===== src/rtl/program_loader.sv =====
// rtl/program_loader.sv - UART-fed program loader and divided-clock core run controller
// Define LOADER_CHECKSUM_EN to add the checksum output (running byte sum of LOAD traffic).
module program_loader #(
  parameter int WORD_BYTES = 4,
  parameter int ADDR_W     = 16,
  parameter int DEPTH      = 16384,
  parameter int DIV        = 50000000,
  parameter int TIMEOUT    = 1000000
) (
  input  logic                    clk,
  input  logic                    reset,
  input  logic [7:0]              rx_data,
  input  logic                    rx_valid,
  input  logic                    run,
  input  logic                    halt,
  output logic [ADDR_W-1:0]       pmem_addr,
  output logic [8*WORD_BYTES-1:0] pmem_data,
  output logic                    pmem_we,
  output logic                    core_reset,
  output logic                    core_tick,
  output logic [ADDR_W-1:0]       words_loaded,
  output logic                    error,
  output logic [1:0]              state
`ifdef LOADER_CHECKSUM_EN
  ,
  output logic [7:0]              checksum
`endif
);

  localparam int W     = 8 * WORD_BYTES;
  localparam int BC_W  = $clog2(WORD_BYTES) + 1;
  localparam int PTR_W = ADDR_W + 1;
  localparam int DV_W  = (DIV > 1) ? $clog2(DIV) : 1;
  localparam int TO_W  = (TIMEOUT > 1) ? $clog2(TIMEOUT) : 1;

  localparam logic [BC_W-1:0]  LAST_LANE = BC_W'(WORD_BYTES - 1);
  localparam logic [DV_W-1:0]  DIV_LAST  = DV_W'(DIV - 1);
  localparam logic [TO_W-1:0]  TO_LAST   = TO_W'((TIMEOUT > 0) ? TIMEOUT - 1 : 0);
  localparam logic [PTR_W-1:0] FULL_PTR  = PTR_W'(DEPTH);

  typedef enum logic [1:0] {
    S_LOAD  = 2'd0,
    S_RUN   = 2'd1,
    S_ABORT = 2'd2
  } state_t;

  state_t           st;
  logic [BC_W-1:0]  byte_cnt;
  logic [W-1:0]     word_buf;
  logic [W-1:0]     assembled;
  logic [PTR_W-1:0] word_ptr;
  logic [DV_W-1:0]  div_cnt;
  logic [DV_W-1:0]  div_next;
  logic [TO_W-1:0]  idle_cnt;
  logic             timed_out;

  assign state = st;

  // Word as it would look with the current byte dropped into its lane.
  always_comb begin
    assembled = word_buf;
    for (int i = 0; i < WORD_BYTES; i++) begin
      if (byte_cnt == BC_W'(i)) begin
        assembled[8*i +: 8] = rx_data;
      end
    end
    div_next = (div_cnt == DIV_LAST) ? '0 : div_cnt + DV_W'(1);
  end

  assign timed_out = (TIMEOUT != 0) && (idle_cnt == TO_LAST);

  always_ff @(posedge clk) begin
    if (reset) begin
      st           <= S_LOAD;
      byte_cnt     <= '0;
      word_buf     <= '0;
      word_ptr     <= '0;
      div_cnt      <= '0;
      idle_cnt     <= '0;
      pmem_addr    <= '0;
      pmem_data    <= '0;
      pmem_we      <= 1'b0;
      core_reset   <= 1'b1;
      core_tick    <= 1'b0;
      words_loaded <= '0;
      error        <= 1'b0;
    end else begin
      pmem_we <= 1'b0;
      case (st)
        S_LOAD: begin
          if (halt) begin
            byte_cnt     <= '0;
            word_ptr     <= '0;
            words_loaded <= '0;
            div_cnt      <= '0;
            idle_cnt     <= '0;
          end else if (rx_valid) begin
            idle_cnt <= '0;
            if (byte_cnt == LAST_LANE) begin
              byte_cnt <= '0;
              if (word_ptr == FULL_PTR) begin
                st    <= S_ABORT;
                error <= 1'b1;
              end else begin
                pmem_we      <= 1'b1;
                pmem_data    <= assembled;
                pmem_addr    <= ADDR_W'(word_ptr) * ADDR_W'(WORD_BYTES);
                word_ptr     <= word_ptr + PTR_W'(1);
                words_loaded <= words_loaded + ADDR_W'(1);
              end
            end else begin
              word_buf <= assembled;
              byte_cnt <= byte_cnt + BC_W'(1);
            end
          end else if (byte_cnt != '0) begin
            // A stalled partial word is dropped rather than padded.
            if (timed_out) begin
              st       <= S_ABORT;
              error    <= 1'b1;
              byte_cnt <= '0;
              idle_cnt <= '0;
            end else begin
              idle_cnt <= idle_cnt + TO_W'(1);
            end
          end else if (run) begin
            st         <= S_RUN;
            core_reset <= 1'b0;
            div_cnt    <= '0;
            core_tick  <= (DIV == 1);
          end
        end

        S_RUN: begin
          if (halt) begin
            st           <= S_LOAD;
            core_reset   <= 1'b1;
            core_tick    <= 1'b0;
            byte_cnt     <= '0;
            word_ptr     <= '0;
            words_loaded <= '0;
            div_cnt      <= '0;
            idle_cnt     <= '0;
          end else begin
            // Tick is registered, so it is decided from the counter's next value.
            div_cnt   <= div_next;
            core_tick <= (div_next == DIV_LAST);
          end
        end

        S_ABORT: begin
          if (halt) begin
            st           <= S_LOAD;
            error        <= 1'b0;
            byte_cnt     <= '0;
            word_ptr     <= '0;
            words_loaded <= '0;
            div_cnt      <= '0;
            idle_cnt     <= '0;
          end
        end

        default: begin
          st <= S_LOAD;
        end
      endcase
    end
  end

`ifdef LOADER_CHECKSUM_EN
  always_ff @(posedge clk) begin
    if (reset || halt) begin
      checksum <= '0;
    end else if (st == S_LOAD && rx_valid) begin
      checksum <= checksum + rx_data;
    end
  end
`endif

endmodule


===== config.mk =====
export PLATFORM = sky130hd
export DESIGN_NAME = program_loader
export DESIGN_NICKNAME = d
export VERILOG_FILES = /design/src/rtl/program_loader.sv
export SDC_FILE = /design/constraint.sdc
export NUM_CORES = 1
export LEC_CHECK = 0
export BUFFER_PORTS_ARGS = -buffer_cell sky130_fd_sc_hd__clkbuf_2
export CORE_MARGIN = 1
export CORE_UTILIZATION = 35
export CTS_BUF_LIST = sky130_fd_sc_hd__clkbuf_2 sky130_fd_sc_hd__clkbuf_4 sky130_fd_sc_hd__clkbuf_8
export DETAILED_ROUTE_END_ITERATION = 16
export HOLD_SLACK_MARGIN = 0.06
export PLACE_DENSITY = 0.62
export SLEW_MARGIN = 20
export SYNTH_ARGS = -nofsm -noshare
export SYNTH_HDL_FRONTEND = slang
export SYNTH_SLANG_ARGS = --single-unit

===== constraint.sdc =====
create_clock -name clk -period 3.7 [get_ports clk]
set_clock_uncertainty 0.1 [all_clocks]
set_input_delay 0.185 -clock clk [delete_from_list [all_inputs] [get_ports clk]]
set_output_delay 0.185 -clock clk [all_outputs]
set_load 0.01 [all_outputs]

==> results of run 1 <==
[cells by family after synthesis]
family	after synthesis
compound gates	194
xor+xnor	46
fa+ha+maj	13
buf+inv	72
flops	158
mux	29
other cells	1
simple gates	431
[critical path, cell delays in order (launching register included)]
cell,delay (ps)
dfxtp_1,420
inv_1,70
ha_1,190
nor4b_1,140
nand4_1,150
a31o_2,190
a21oi_1,70
buf_4,220
nor4_1,780
nor4b_1,330
a21o_1,120
[final timing paths]
path | start | end | cells past startpoint
max reg2reg | word_ptr[0]$_SDFFE_PP0P_ | word_ptr[15]$_SDFFE_PP0P_ | 10
min reg2reg | word_buf[22]$_SDFFE_PP0P_ | word_buf[22]$_SDFFE_PP0P_ | 2
max | word_ptr[0]$_SDFFE_PP0P_ | word_ptr[15]$_SDFFE_PP0P_ | 10
min | run | core_reset$_SDFFE_PP1P_ | 5
[flip-flops by register name, summed over array words and instances, names as in the netlist]
register and count:
pmem_we 1, div_cnt 26, pmem_data 32, word_ptr 17, error 1, pmem_addr 14, word_buf 24, core_reset 1
idle_cnt 20, byte_cnt 3, words_loaded 16, state 2, core_tick 1
[power by group]
part / total (uW) / switching (uW) / internal (uW)
registers: 1750 / 22.5 / 1720
clock network: 1300 / 673 / 625
logic: 471 / 320 / 152
total: 3510 / 1010 / 2500
[through the flow]
step                      setup WS [ps]  instances  cell area [sq um]  total power, uW  hold WS, ps
after floorplan                    1310        945               7660             2110          221
after global placement             1040       1251               8210             2250          341
after detailed placement            948       1251               8210             2240          346
after CTS                           944       1293               8700             3550          128
after global routing                726       1293               8700             3670          169
final                               882       1293               8700             3510          161
[cell type report]
class / count / area, sq um
clock buffers: 20 / 256
clock inverters: 12 / 135
fillers: 2168 / 12500
inverters: 15 / 56.3
multi-input cells: 715 / 4190
flip-flops and latches: 158 / 3160
well taps: 275 / 344
repair buffers: 98 / 563
[per-layer routing]
metal | routed length (um) | vias to the layer above | global-route usage, %
li1 | - | 3468 | -
met1 | 9080 | 3256 | 23.6
met2 | 9070 | 132 | 28.2
met3 | 891 | 19 | 4.05
met4 | 258 | 0 | 6.06
met5 | 0 | - | 0
[what timing repair did]
| action | 4_1_cts | 5_1_grt |
|---|---|---|
| buffers inserted | 0 | 0 |
| hold endpoints to repair | 44 | 0 |
| resized for setup | 0 | 0 |
| hold buffers | 10 | 0 |
[cell usage in the layout (no fill, tap or decap), types with 15 or more instances in the layout]
cell type | Yosys | routed
dfxtp_1 | 158 | 158
nand2_1 | 126 | 126
nor2_1 | 109 | 108
a21oi_1 | 93 | 93
clkbuf_2 | 0 | 79
nand3_1 | 57 | 57
o21ai_0 | 32 | 32
mux2i_1 | 29 | 29
a211oi_1 | 27 | 27
xnor2_1 | 26 | 26
nand4_1 | 20 | 20
xor2_1 | 20 | 20
clkbuf_8 | 0 | 17
nor3_1 | 16 | 16
inv_1 | 15 | 15
nor4_1 | 15 | 15
[cells in the mapped netlist (3+ instances only)]
cell | number | share of area [%]
nor3_2 | 3 | 0.39
nor3_1 | 16 | 1.0
nand2_1 | 126 | 6.2
nor2_1 | 109 | 5.3
mux2i_1 | 29 | 3.8
xnor2_1 | 26 | 3.0
a31oi_1 | 8 | 0.65
xor2_1 | 20 | 2.3
nand4_1 | 20 | 1.6
inv_1 | 15 | 0.74
or2_2 | 3 | 0.25
nand2b_1 | 4 | 0.33
a21o_1 | 8 | 0.78
nor4_1 | 15 | 1.2
a31o_2 | 3 | 0.34
a21oi_1 | 93 | 6.1
ha_1 | 13 | 2.1
buf_2 | 8 | 0.52
nand3_1 | 57 | 3.7
nand4b_1 | 3 | 0.34
clkbuf_1 | 39 | 1.9
buf_4 | 3 | 0.29
o22ai_1 | 3 | 0.25
and4_1 | 5 | 0.57
and2_1 | 6 | 0.49
a211oi_1 | 27 | 2.6
and4b_1 | 4 | 0.52
o21ai_0 | 32 | 2.1
nand3b_1 | 8 | 0.78
o21a_1 | 3 | 0.29
and3_1 | 6 | 0.49
nor2b_1 | 6 | 0.49
or3_1 | 9 | 0.74
or4_1 | 5 | 0.49
buf_1 | 3 | 0.15
buf_6 | 4 | 0.59
nor4b_1 | 10 | 1.1
dfxtp_1 | 158 | 41
==> results.txt, run 1 <==
status - finished, final reports clean
Post-synth EDFFs - 0
most common flop cell mapped by yosys - dfxtp_1
hpwl dp - 13100 um
setup TNS - 0 ps
Cells after Synth - 944
Seq/Total Area, Yosys - 41.3%
initial antenna violation count - 0
XOR/XNOR Fraction of Synth Area - 5.26%
multiplexer share of the synthesized area - 3.79%
endpoints failing setup - 0
PortBufs - 80
first-pass GRT wire length - 31900 um
Initial DRC Count - 383
Worst Path Arrival - 3130 ps
Tmin final - 2820 ps
H-tree Lvls - 4
maximum root-to-sink buffer count - 2
Max IR drop VDD - 247 uV
fraction of registers with async set/reset - 0%
Synth-to-Final Area Change - 13.6%
CP endpoint kind - flop
Syn Area/Cell - 8.11 sq um
1st-pass router iterations - 5
share of cells above drive strength 1 - 14.0%
Num CTS Buffers - 17
FF-to-FF setup slack - 880 ps
vias in the first global route - 6343
Routed WL per cell - 14.9 um
P per Cell Area - 404 nW/um^2
area of the die - 22500 sq um
pin count of the biggest net entering global routing - 79
clock latency on the worst-skew pair - 470 ps
Vert. Die Dim - 150 um
Synth Register Bits - 158
Die X - 150 um
startpoint types - flop
core area - 21200 sq um
RSZ-0062 raised after global routing - false
Hold WC Path Type - in -> reg
crit path kind - reg -> reg
Routability Congestion - 0.893
max-slew violations - 0
total global routing overflow - 0
clock sink count - 158
vias after detailed routing - 6875
# DRC - 0
IO Pins - 83
top fanout value on the critical path - 20
Worst EP required - 4010 ps
CTS tree - yes
Finished Core Util - 41.0%
largest family of logic cells by synthesized area - simple AND/OR/NAND/NOR gates
crit share post-route - 76.2%
DRT Wirelength - 19300 um
clock root buffer master - clkbuf_8
Antenna Diode Count - 0
Pleak - 0.00304 uW
headroom to the max-slew limit - 38.0%
Adder-Cell Fraction of Synth Area - 2.12%
maxcap violations - 0
Max Clk Rate - 0.355 GHz
Routed Antenna Nets - 0
# rows - 53
Synth Area in Compound Gates - 15.1%
clk slew on worst S/H paths - 90 ps
count of cell types in the netlist - 67
Initial Util - 36.1%
drt via density - 5.32
Yosys warning count - 0
slew of the pin with the lowest slew margin - 930 ps
Cell Area, Synth - 7660 sq um
Final Hold Fails - 0
Nets - 1031
Post-Synth Simple-Gate Area - 28.2%
GRT Overall Usage - 17.8%
(Power assumes the default switching activity.)
==> run 2: changes to the inputs <==
PLACE_DENSITY = 0.64   (was 0.62)
clock period = 2.3 ns   (was 3.7 ns; I/O delays follow)
==> results.txt, run 2 (synthesis results as in run 1) <==
clock sink count - 158 (unchanged)
Final WS setup - 91.8 ps (-790 ps)
switching share of power - 29.9% (+1.1 points)
crit share post-route - 96.0% (+20 points)
Pleak - 0.00350 uW (+15%)
hpwl dp - 14000 um (+6.5%)
top fanout value on the critical path - 7 (-65%)
maxcap violations - 0 (unchanged)
P per Cell Area - 630 nW/um^2 (+56%)
Internal Power - 4200 uW (+68%)
vias after detailed routing - 7076 (+2.9%)
slew of the pin with the lowest slew margin - 945 ps (+14.8 ps)
status - finished, final reports clean
headroom to the max-slew limit - 36.9% (-1.1 points)
DRT Wirelength - 20200 um (+4.5%)
max-slew violations - 0 (unchanged)
Synth-to-Final Area Change - 24.2%
RSZ-0062 raised after global routing - true
Vert. Die Dim - 150 um (unchanged)
met1 usage - 24.0% (+0.36 points)
# rows - 53 (unchanged)
fillers - 2132 (-1.7%)
Worst EP required - 2610 ps (-1400 ps)
area post-placement - 8820 sq um (+7.4%)
H-tree Lvls - 4 (unchanged)
sequential share of power - 46.8% (-2.8 points)
Die X - 150 um (unchanged)
pin count of the biggest net entering global routing - 115 (+46%)
CTS tree - yes
clk slew on worst S/H paths - 90 ps (about the same)
1st-pass router iterations - 5 (unchanged)
core area - 21200 sq um (unchanged)
CP endpoint kind - flop
Hold WC Path Type - in -> reg
Final Hold Fails - 0 (unchanged)
Initial Util - 36.1% (unchanged)
pre-CTS setup slack - -33.2 ps (-981 ps)
Most Crowded Layer GR - met2
total global routing overflow - 0 (unchanged)
startpoint types - flop
met3 Usage GRT - 4.27% (+0.21 points)
Tmin final - 2210 ps (-610 ps)
max reg flops - 32 (unchanged)
clock latency on the worst-skew pair - 470 ps (about the same)
switching power - 1790 uW (+77%)
Antenna Diode Count - 0 (unchanged)
initial antenna violation count - 0 (unchanged)
IO Pins - 83 (unchanged)
Max IR drop VDD - 373 uV (+51%)
Design Area, Final - 9510 sq um (+9.3%)
Routability Congestion - 0.856 (-4.1%)
Routed WL per cell - 14.8 um (-1.1%)
GRT Overall Usage - 18.4% (+0.58 points)
Nets - 1105 (+7.2%)
clock root buffer master - clkbuf_8
commonest non-fill, non-tap cell in the layout - dfxtp_1
met2 usage - 29.7% (+1.4 points)
Max Clk Rate - 0.453 GHz (+28%)
crit path kind - reg -> reg
endpoints failing setup - 0 (unchanged)
Num CTS Buffers - 17 (unchanged)
maximum root-to-sink buffer count - 2 (unchanged)
area of the die - 22500 sq um (unchanged)
share of cells above drive strength 1 - 23.3% (+9.2 points)
part of the power in combinational logic - 15.7% (+2.3 points)
drt via density - 5.18 (-2.6%)
Initial DRC Count - 388 (+1.3%)
clock share of power - 37.5% (+0.6 points)
Routed Antenna Nets - 0 (unchanged)
# DRC - 0 (unchanged)
first-pass GRT wire length - 32900 um (+3.2%)
PortBufs - 80 (unchanged)
commonest non-fill, non-tap cells in the layout - 152 x dfxtp_1, 123 x nand2_1, 103 x nor2_1
vias in the first global route - 6679 (+5.3%)
largest register by flop count - pmem_data
Largest regs - pmem_data x32, div_cnt x26, word_buf x24
Worst Path Arrival - 2520 ps (-610 ps)
## run 2: changes by cell type in the layout (fill, tap and decap cells not counted), moves of 4 or more
cell | before | now
nor4_1 | 15 | 11
nor4_2 | 0 | 4
buf_12 | 0 | 4
dfxtp_2 | 0 | 6
ha_1 | 13 | 9
dfxtp_1 | 158 | 152
buf_4 | 9 | 77
inv_8 | 0 | 5
nor2_1 | 108 | 103
nor4b_1 | 10 | 6
nor2_2 | 0 | 5
## run 2: worst max-delay path, stage by stage (launching register included)
cell and delay [ps]:
dfxtp_2 350, ha_4 170, and4_4 200, and2_2 230
a41oi_2 160, buf_4 200, nand2_1 90, or4_1 530
o21ai_1 120
## run 2: layout make-up
cell class              instances  area (sq um)  share of cell area, %
multi-input cells             715          4350                   45.7
flip-flops and latches        158          3170                   33.3
repair buffers                172          1180                   12.4
well taps                     275           344                   3.62
clock buffers                  19           255                   2.68
clock inverters                13           166                   1.75
inverters                      15          56.3                  0.592
## run 2: routing by layer
| metal | share of wire (%) | vias up |
|---|---|---|
| met4 | 1.5 | 0 |
| met2 | 47 | 138 |
| met1 | 47 | 3302 |
| met5 | 0 | - |
| met3 | 4.2 | 23 |
| li1 | - | 3613 |
## run 2: metrics by stage
stage          utilization (%)  std cells  total power (uW)  TNS [ps]  hold slack, ps
2_1_floorplan                -        945              3400         0             151
3_3_place_gp              41.6       1324              3730         0             341
3_5_place_dp              41.6       1324              3730     -99.9             346
4_1_cts                   44.1       1366              5980     -11.0            95.4
5_1_grt                   44.8       1367              6260     -95.6             114
6_report                  44.8       1367              5990         0             101
## run 2: what timing repair did
item                                   in CTS  in global routing
setup buffers                               0                  1
setup endpoints to repair                   7                 73
endpoints found under the hold margin      58                  0
gates resized for setup                     6                 41
pin swaps                                   1                  9
hold buffers                               10                  0
## run 2: power groups by stage
stage / registers, uW / logic [uW] / clock network [uW]
after global placement: 2860 / 863 / 0
final: 2800 / 940 / 2250
after CTS: 2800 / 887 / 2290
after global routing: 2810 / 1040 / 2410
after floorplan: 2870 / 530 / 0
after detailed placement: 2870 / 866 / 0
## run 2: path summary, 6_finish.rpt
path | from | endpoint | slack, ps | cells after the start
worst max register to register | div_cnt[0]$_SDFFE_PP0P_ | core_tick$_SDFFE_PP0P_ | 90 | 8
worst min-delay path | reset | div_cnt[8]$_SDFFE_PP0P_ | 100 | 3
worst min register to register | word_buf[22]$_SDFFE_PP0P_ | word_buf[22]$_SDFFE_PP0P_ | 360 | 2
worst max-delay path | div_cnt[0]$_SDFFE_PP0P_ | core_tick$_SDFFE_PP0P_ | 90 | 8
